<file path="src/rtl/mem_access_ctrl_if.sv">
// rtl/mem_access_ctrl_if.sv - CPU request, loader and RAM signal bundle for mem_access_ctrl
interface mem_access_ctrl_if #(
    parameter int DATA_WIDTH = 32,
    parameter int ADDR_WIDTH = 9
);
    logic                  cpu_read;
    logic                  cpu_write;
    logic [ADDR_WIDTH-1:0] cpu_addr;
    logic [DATA_WIDTH-1:0] cpu_wdata;
    logic [DATA_WIDTH-1:0] cpu_rdata;
    logic                  cpu_done;
    logic                  cpu_busy;
    logic                  cpu_err;
    logic                  overrun;
    logic                  ld_valid;
    logic [ADDR_WIDTH-1:0] ld_addr;
    logic [DATA_WIDTH-1:0] ld_data;
    logic                  ld_ready;
    logic                  ram_enable;
    logic                  ram_read;
    logic                  ram_write;
    logic [ADDR_WIDTH-1:0] ram_addr;
    logic [DATA_WIDTH-1:0] ram_wdata;
    logic [DATA_WIDTH-1:0] ram_rdata;

    modport slave (
        input  cpu_read, cpu_write, cpu_addr, cpu_wdata,
        input  ld_valid, ld_addr, ld_data, ram_rdata,
        output cpu_rdata, cpu_done, cpu_busy, cpu_err, overrun, ld_ready,
        output ram_enable, ram_read, ram_write, ram_addr, ram_wdata
    );

    modport master (
        output cpu_read, cpu_write, cpu_addr, cpu_wdata,
        output ld_valid, ld_addr, ld_data, ram_rdata,
        input  cpu_rdata, cpu_done, cpu_busy, cpu_err, overrun, ld_ready,
        input  ram_enable, ram_read, ram_write, ram_addr, ram_wdata
    );
endinterface

</file>
<file path="src/rtl/mem_access_ctrl.sv">
// rtl/mem_access_ctrl.sv - sequenced RAM access controller with loader priority and one-entry pending slot
// Optional address bounds checking enabled by defining MEM_BOUNDS_CHECK_EN.
module mem_access_ctrl #(
    parameter int DATA_WIDTH = 32,
    parameter int ADDR_WIDTH = 9,
    parameter int RD_LATENCY = 1,
    parameter int MEM_DEPTH  = 512
) (
    input  logic               clock,
    input  logic               clear,
    mem_access_ctrl_if.slave   bus
);

    localparam int LAT_W = (RD_LATENCY > 1) ? $clog2(RD_LATENCY) : 1;
    localparam logic [LAT_W-1:0] LAT_LAST = LAT_W'(RD_LATENCY - 1);
    localparam logic [ADDR_WIDTH:0] DEPTH_LIM = (ADDR_WIDTH + 1)'(MEM_DEPTH);
`ifdef MEM_BOUNDS_CHECK_EN
    localparam bit CHECK_EN = 1'b1;
`else
    localparam bit CHECK_EN = 1'b0;
`endif

    typedef enum logic [2:0] {IDLE, LOAD, READ, WRITE, RESP} state_t;

    state_t state, state_nxt;

    logic                  intake_valid, intake_read;
    logic [ADDR_WIDTH-1:0] intake_addr;
    logic [DATA_WIDTH-1:0] intake_wdata;

    logic                  slot_full, slot_read;
    logic [ADDR_WIDTH-1:0] slot_addr;
    logic [DATA_WIDTH-1:0] slot_wdata;

    logic                  act_err;
    logic [ADDR_WIDTH-1:0] act_addr;
    logic [DATA_WIDTH-1:0] act_wdata;

    logic [LAT_W-1:0]      lat_cnt;
    logic [DATA_WIDTH-1:0] rdata_q;
    logic                  overrun_q;
    logic                  ram_en_q, ram_rd_q, ram_wr_q;

    logic                  take_ld, take_slot, take_intake, to_slot, drop, capture;
    logic                  en_nxt, rd_nxt, wr_nxt;
    logic                  sel_read, sel_err, ld_err;
    logic [ADDR_WIDTH-1:0] sel_addr;
    logic [DATA_WIDTH-1:0] sel_wdata;

    function automatic logic out_of_range(input logic [ADDR_WIDTH-1:0] a);
        return CHECK_EN && ({1'b0, a} >= DEPTH_LIM);
    endfunction

    always_ff @(posedge clock or posedge clear) begin
        if (clear) begin
            state <= IDLE;
        end else begin
            state <= state_nxt;
        end
    end

    // The pending slot, when full, is older than the intake register and is served first.
    always_comb begin
        state_nxt   = state;
        take_ld     = 1'b0;
        take_slot   = 1'b0;
        take_intake = 1'b0;
        capture     = 1'b0;
        en_nxt      = 1'b0;
        rd_nxt      = 1'b0;
        wr_nxt      = 1'b0;
        sel_read    = slot_full ? slot_read  : intake_read;
        sel_addr    = slot_full ? slot_addr  : intake_addr;
        sel_wdata   = slot_full ? slot_wdata : intake_wdata;
        sel_err     = out_of_range(sel_addr);
        ld_err      = out_of_range(bus.ld_addr);
        case (state)
            IDLE: begin
                if (bus.ld_valid) begin
                    take_ld   = 1'b1;
                    state_nxt = LOAD;
                    en_nxt    = !ld_err;
                    wr_nxt    = !ld_err;
                end else if (slot_full || intake_valid) begin
                    take_slot   = slot_full;
                    take_intake = !slot_full;
                    if (sel_err) begin
                        state_nxt = RESP;
                    end else if (sel_read) begin
                        state_nxt = READ;
                        en_nxt    = 1'b1;
                        rd_nxt    = 1'b1;
                    end else begin
                        state_nxt = WRITE;
                        en_nxt    = 1'b1;
                        wr_nxt    = 1'b1;
                    end
                end
            end
            LOAD:  state_nxt = IDLE;
            READ: begin
                if (lat_cnt == LAT_LAST) begin
                    capture   = 1'b1;
                    state_nxt = RESP;
                end else begin
                    en_nxt = 1'b1;
                    rd_nxt = 1'b1;
                end
            end
            WRITE: state_nxt = RESP;
            RESP:  state_nxt = IDLE;
            default: state_nxt = IDLE;
        endcase
        to_slot = intake_valid && !take_intake && (!slot_full || take_slot);
        drop    = intake_valid && !take_intake && slot_full && !take_slot;
    end

    always_ff @(posedge clock or posedge clear) begin
        if (clear) begin
            intake_valid <= 1'b0;
            intake_read  <= 1'b0;
            intake_addr  <= '0;
            intake_wdata <= '0;
            slot_full    <= 1'b0;
            slot_read    <= 1'b0;
            slot_addr    <= '0;
            slot_wdata   <= '0;
            act_err      <= 1'b0;
            act_addr     <= '0;
            act_wdata    <= '0;
            lat_cnt      <= '0;
            rdata_q      <= '0;
            overrun_q    <= 1'b0;
            ram_en_q     <= 1'b0;
            ram_rd_q     <= 1'b0;
            ram_wr_q     <= 1'b0;
        end else begin
            // A simultaneous read and write strobe is taken as a read.
            intake_valid <= bus.cpu_read || bus.cpu_write;
            intake_read  <= bus.cpu_read;
            if (bus.cpu_read || bus.cpu_write) begin
                intake_addr  <= bus.cpu_addr;
                intake_wdata <= bus.cpu_wdata;
            end

            if (take_slot) begin
                slot_full <= 1'b0;
            end
            if (to_slot) begin
                slot_full  <= 1'b1;
                slot_read  <= intake_read;
                slot_addr  <= intake_addr;
                slot_wdata <= intake_wdata;
            end

            if (take_ld) begin
                act_addr  <= bus.ld_addr;
                act_wdata <= bus.ld_data;
                act_err   <= ld_err;
            end else if (take_slot || take_intake) begin
                act_addr  <= sel_addr;
                act_wdata <= sel_wdata;
                act_err   <= sel_err;
                if (sel_err && sel_read) begin
                    rdata_q <= '0;
                end
            end

            if (capture) begin
                rdata_q <= bus.ram_rdata;
            end
            lat_cnt <= (state == READ && !capture) ? lat_cnt + 1'b1 : '0;

            if (drop) begin
                overrun_q <= 1'b1;
            end

            ram_en_q <= en_nxt;
            ram_rd_q <= rd_nxt;
            ram_wr_q <= wr_nxt;
        end
    end

    assign bus.cpu_rdata  = rdata_q;
    assign bus.cpu_done   = (state == RESP);
    assign bus.cpu_err    = (state == RESP) && act_err;
    assign bus.cpu_busy   = (state != IDLE) || slot_full;
    assign bus.overrun    = overrun_q;
    assign bus.ld_ready   = (state == IDLE) && !clear;
    assign bus.ram_enable = ram_en_q;
    assign bus.ram_read   = ram_rd_q;
    assign bus.ram_write  = ram_wr_q;
    assign bus.ram_addr   = act_addr;
    assign bus.ram_wdata  = act_wdata;

endmodule
</file>
<file path="src/flat_wrapper.sv">
// flat-port wrapper written by rule: the top's interface ports become plain ports
module mem_access_ctrl_flat 
#(
    parameter int DATA_WIDTH = 32,
    parameter int ADDR_WIDTH = 9,
    parameter int RD_LATENCY = 1,
    parameter int MEM_DEPTH  = 512
)
  (clock, clear, bus_cpu_read, bus_cpu_write, bus_cpu_addr, bus_cpu_wdata, bus_ld_valid, bus_ld_addr, bus_ld_data, bus_ram_rdata, bus_cpu_rdata, bus_cpu_done, bus_cpu_busy, bus_cpu_err, bus_overrun, bus_ld_ready, bus_ram_enable, bus_ram_read, bus_ram_write, bus_ram_addr, bus_ram_wdata);
  mem_access_ctrl_if #(.DATA_WIDTH(DATA_WIDTH), .ADDR_WIDTH(ADDR_WIDTH)) bus_i ();
  input  logic clock;
  input  logic clear;
  input wire logic [$bits(bus_i.cpu_read)-1:0] bus_cpu_read;
  input wire logic [$bits(bus_i.cpu_write)-1:0] bus_cpu_write;
  input wire logic [$bits(bus_i.cpu_addr)-1:0] bus_cpu_addr;
  input wire logic [$bits(bus_i.cpu_wdata)-1:0] bus_cpu_wdata;
  input wire logic [$bits(bus_i.ld_valid)-1:0] bus_ld_valid;
  input wire logic [$bits(bus_i.ld_addr)-1:0] bus_ld_addr;
  input wire logic [$bits(bus_i.ld_data)-1:0] bus_ld_data;
  input wire logic [$bits(bus_i.ram_rdata)-1:0] bus_ram_rdata;
  output wire logic [$bits(bus_i.cpu_rdata)-1:0] bus_cpu_rdata;
  output wire logic [$bits(bus_i.cpu_done)-1:0] bus_cpu_done;
  output wire logic [$bits(bus_i.cpu_busy)-1:0] bus_cpu_busy;
  output wire logic [$bits(bus_i.cpu_err)-1:0] bus_cpu_err;
  output wire logic [$bits(bus_i.overrun)-1:0] bus_overrun;
  output wire logic [$bits(bus_i.ld_ready)-1:0] bus_ld_ready;
  output wire logic [$bits(bus_i.ram_enable)-1:0] bus_ram_enable;
  output wire logic [$bits(bus_i.ram_read)-1:0] bus_ram_read;
  output wire logic [$bits(bus_i.ram_write)-1:0] bus_ram_write;
  output wire logic [$bits(bus_i.ram_addr)-1:0] bus_ram_addr;
  output wire logic [$bits(bus_i.ram_wdata)-1:0] bus_ram_wdata;
  assign bus_i.cpu_read = bus_cpu_read;
  assign bus_i.cpu_write = bus_cpu_write;
  assign bus_i.cpu_addr = bus_cpu_addr;
  assign bus_i.cpu_wdata = bus_cpu_wdata;
  assign bus_i.ld_valid = bus_ld_valid;
  assign bus_i.ld_addr = bus_ld_addr;
  assign bus_i.ld_data = bus_ld_data;
  assign bus_i.ram_rdata = bus_ram_rdata;
  assign bus_cpu_rdata = bus_i.cpu_rdata;
  assign bus_cpu_done = bus_i.cpu_done;
  assign bus_cpu_busy = bus_i.cpu_busy;
  assign bus_cpu_err = bus_i.cpu_err;
  assign bus_overrun = bus_i.overrun;
  assign bus_ld_ready = bus_i.ld_ready;
  assign bus_ram_enable = bus_i.ram_enable;
  assign bus_ram_read = bus_i.ram_read;
  assign bus_ram_write = bus_i.ram_write;
  assign bus_ram_addr = bus_i.ram_addr;
  assign bus_ram_wdata = bus_i.ram_wdata;
  mem_access_ctrl #(.DATA_WIDTH(DATA_WIDTH), .ADDR_WIDTH(ADDR_WIDTH), .RD_LATENCY(RD_LATENCY), .MEM_DEPTH(MEM_DEPTH)) u_core (.clock(clock), .clear(clear), .bus(bus_i));
endmodule
</file>
<file path="config.mk">
export PLATFORM = sky130hd
export DESIGN_NAME = mem_access_ctrl_flat
export DESIGN_NICKNAME = d
export VERILOG_FILES = /design/src/rtl/mem_access_ctrl_if.sv /design/src/rtl/mem_access_ctrl.sv /design/src/flat_wrapper.sv
export SDC_FILE = /design/constraint.sdc
export NUM_CORES = 1
export LEC_CHECK = 0
export ABC_AREA = 1
export ABC_CLOCK_PERIOD_IN_PS = 6500
export BUFFER_PORTS_ARGS = -buffer_cell sky130_fd_sc_hd__buf_4
export CORE_MARGIN = 8
export CORE_UTILIZATION = 30
export CTS_BUF_LIST = sky130_fd_sc_hd__clkbuf_16
export DETAILED_ROUTE_END_ITERATION = 16
export PLACE_DENSITY_LB_ADDON = 0.12
export SLEW_MARGIN = 20
export SYNTH_ARGS = -nofsm -noshare
export SYNTH_HDL_FRONTEND = slang
export SYNTH_SLANG_ARGS = --single-unit
</file>
<file path="constraint.sdc">
create_clock -name clock -period 6.5 [get_ports clock]
set_input_delay 0.65 -clock clock [delete_from_list [all_inputs] [get_ports clock]]
set_output_delay 0.65 -clock clock [all_outputs]
set_load 0.005 [all_outputs]
</file>
==> impl_metrics.py <==
metrics = {
    "detailed_routing": {
        "drtIter0Drc": 428,
        "vias": 6259,
        "finalWirelength_um": 21900,
        "wl_per_cell_um": 15.2,
        "antenna_left": 0,
        "firstDrtPassIters": 5,
        "vias_per_cell": 4.33,
        "drc_errors": 0,
    },
    "timing": {
        "slew_violations": 0,
        "hold_ws_ns": 0.378,
        "hold_violations": 0,
        "setup_viol": 0,
        "fmax_ghz": 0.316,
        "finalSetupTns_ns": 0,
        "fin_crit_sh": 0.487,
        "grt_setup_unrepaired": "no",
        "slew_headroom": 0.322,
        "min_period_ns": 3.17,
        "setup_ws_ns": 3.33,
        "fin_skew_ns": 0.00986,
        "max_slew.worst_pin.slew_ns": 1.02,
    },
    "yosys": {
        "netlist_area_um2": 7400,
        "synth_warnings": 0,
        "postSynthAreaPerCell_um2": 7.90,
        "ys_seq_area_frac": 0.565,
        "netlist_instances": 937,
        "ys_seq_elements": 167,
        "synth.distinct_cells": 24,
    },
    "pwr": {
        "leakagePower_nw": 5.32,
        "p_per_area_nw_per_um2": 443,
        "irDropWorstVdd_mv": 0.185,
        "finalPower_mw": 4.31,
    },
    "worst_hold_path": {
        "holdPathStages": 1,
        "holdPathEnd": "u_core.intake_read",
        "min_from": "bus_cpu_read",
        "hold_class": "in2reg",
    },
    "global_route": {
        "grt.total_usage": 0.149,
        "grt_pass1_wl_um": 36100,
        "grt.overflow.total": 0,
        "grt_max_degree": 96,
        "grt_pass1_vias": 6638,
        "antenna_found_initial": 0,
    },
    "finish": {
        "finalInstanceArea_um2": 9720,
        "final_net_count": 1226,
        "instances_no_fill": 1444,
        "area_growth_pct": 31.4,
        "utilization": 0.401,
        "drive_gt1_frac": 0.221,
        "diodes": 0,
        "fill_cells": 2623,
    },
    "setup_path": {
        "worst-path-max-fanout": 45,
        "slowest_stage": "dfrtp_2",
        "critical_path_arrival_ns": 3.48,
        "max_stage_delay_ns": 1.01,
        "crit_start": "u_core.slot_full",
        "crit_family": "buffers and inverters",
        "regToRegEndpoint": "u_core.bus.ram_addr[3]",
        "worst-path-buf-inv": 3,
        "path_cells": "inv_4 > nand2_1 > nor2_2 > nor2_4 > buf_4 > inv_4 > nand2_1 > nand2_1",
        "cp-start-kind": "flip-flop",
        "r2r_slack_ns": 3.33,
        "r2r_start": "u_core.slot_full",
        "crit_top_cell": "nand2_1",
        "crit_type": "reg2reg",
        "end_kind": "flip-flop",
        "worstRegToRegCells": 8,
        "cp_data_required_time_ns": 6.82,
    },
    "placement": {
        "placed_cell_area_um2": 9070,
        "place_congestion": 0.693,
        "io_buffers": 198,
        "dpl.cell_count": 1411,
        "place_hpwl_um": 14200,
        "post-place-ws_ns": 3.20,
    },
    "cts": {
        "cts_resized": 0,
        "cts_root_buf": "clkbuf_16",
        "cts.sinks": 167,
        "cts_tree": "built",
        "htree_num_levels": 4,
        "numCtsBuffers": 17,
        "clk_pin_slew_ns": 0.07,
        "postCtsSetupRepairBufs": 0,
        "clockBufferDepth": 2,
        "clk_latency_ns": 0.42,
        "hold_buffers": 0,
    },
    "floorplan": {
        "die_x_um": 173,
        "dieArea_um2": 29900,
        "fp.coreArea_um2": 24200,
        "die_y_um": 173,
        "rows": 57,
        "start_util": 0.305,
        "pin_count": 200,
    },
    "run_status": {
        "outcome": "completed",
    },
    "job": {
        "max_cap_violations": 0,
    },
}
## cell type report
cell class | instances | area (um^2) | area share
well taps | 324 | 405 | 0.0417
multi-input cells | 634 | 2660 | 0.273
clock buffers | 17 | 425 | 0.0438
flip-flops and latches | 167 | 4180 | 0.430
clock inverters | 15 | 186 | 0.0192
inverters | 85 | 329 | 0.0338
repair buffers | 202 | 1540 | 0.158
## report_power, final
part	switching, mW	internal (mW)	total [mW]
registers	0.232	1.43	1.66
clock network	0.427	0.638	1.07
logic	0.907	0.672	1.58
total	1.57	2.74	4.31
## routing by layer
layer	share of wire	global-route usage	routed length, um
met5	0	0	0
met4	0.011	0.0413	252
met3	0.041	0.0333	901
met2	0.50	0.253	11000
met1	0.45	0.188	9780
## registers in the layout, summed over array words and instances, names as in the netlist, 3 cells and up
name / cells
u_core.bus.ram_wdata: 32
u_core.intake_wdata: 32
u_core.slot_addr: 9
u_core.bus.cpu_rdata: 32
u_core.intake_addr: 9
u_core.slot_wdata: 32
u_core.bus.ram_addr: 9
u_core.state: 3
## synthesized netlist by cell type
cell | n | share of area
clkbuf_1 | 22 | 0.011
nor2_4 | 2 | 0.0030
nor2_1 | 86 | 0.044
buf_2 | 20 | 0.014
o21ai_1 | 2 | 0.0014
buf_4 | 9 | 0.0091
inv_1 | 80 | 0.041
nand2_2 | 1 | 0.00085
nand2_1 | 370 | 0.19
nand3_2 | 2 | 0.0027
a21oi_1 | 3 | 0.0020
o21bai_1 | 1 | 0.0010
nor3b_1 | 1 | 0.0010
nand3_1 | 88 | 0.060
dfrtp_1 | 167 | 0.56
inv_4 | 2 | 0.0017
conb_1 | 1 | 0.00051
inv_2 | 2 | 0.0010
nand3b_2 | 1 | 0.0015
nor2_2 | 2 | 0.0017
clkinv_1 | 1 | 0.00051
nor3_1 | 1 | 0.00068
buf_6 | 1 | 0.0015
o21ai_0 | 72 | 0.049
## layout by cell type (no fill, tap or decap), types with 2 or more instances in the layout
| cell type | Yosys | routed |
|---|---|---|
| o21ai_1 | 2 | 2 |
| nand3_1 | 88 | 87 |
| inv_4 | 2 | 2 |
| clkinv_4 | 0 | 3 |
| inv_2 | 2 | 3 |
| nand3_2 | 2 | 3 |
| nor2_2 | 2 | 2 |
| nand2_1 | 370 | 370 |
| inv_1 | 80 | 80 |
| bufinv_16 | 0 | 4 |
| buf_4 | 9 | 201 |
| clkinvlp_4 | 0 | 2 |
| o21ai_0 | 72 | 72 |
| clkbuf_16 | 0 | 17 |
| dfrtp_1 | 167 | 166 |
| a21oi_1 | 3 | 3 |
| nor2_1 | 86 | 85 |
| conb_1 | 1 | 2 |
| clkinv_1 | 1 | 3 |
| nor2_4 | 2 | 3 |
| clkinv_2 | 0 | 2 |
## kinds of logic (layout without fill, tap and decap cells)
logic type	count (synthesis)	count (layout)	synth area share
AOI/OAI and AO/OA	78	78	0.0531
buffers and inverters	137	319	0.0791
DFF	167	167	0.565
other	1	2	0.000507
and+or+nand+nor	554	554	0.302
## worst max-delay path by stage
stage	depth (start not counted)	endpoint
finish	8	u_core.bus.ram_addr[3]
CTS	4	u_core.slot_wdata[28]
global route	4	u_core.slot_wdata[25]
floorplan	1	u_core.bus.cpu_rdata[0]
detailed placement	7	u_core.slot_wdata[25]
global placement	7	u_core.slot_wdata[13]
(Power assumes the default switching activity.)
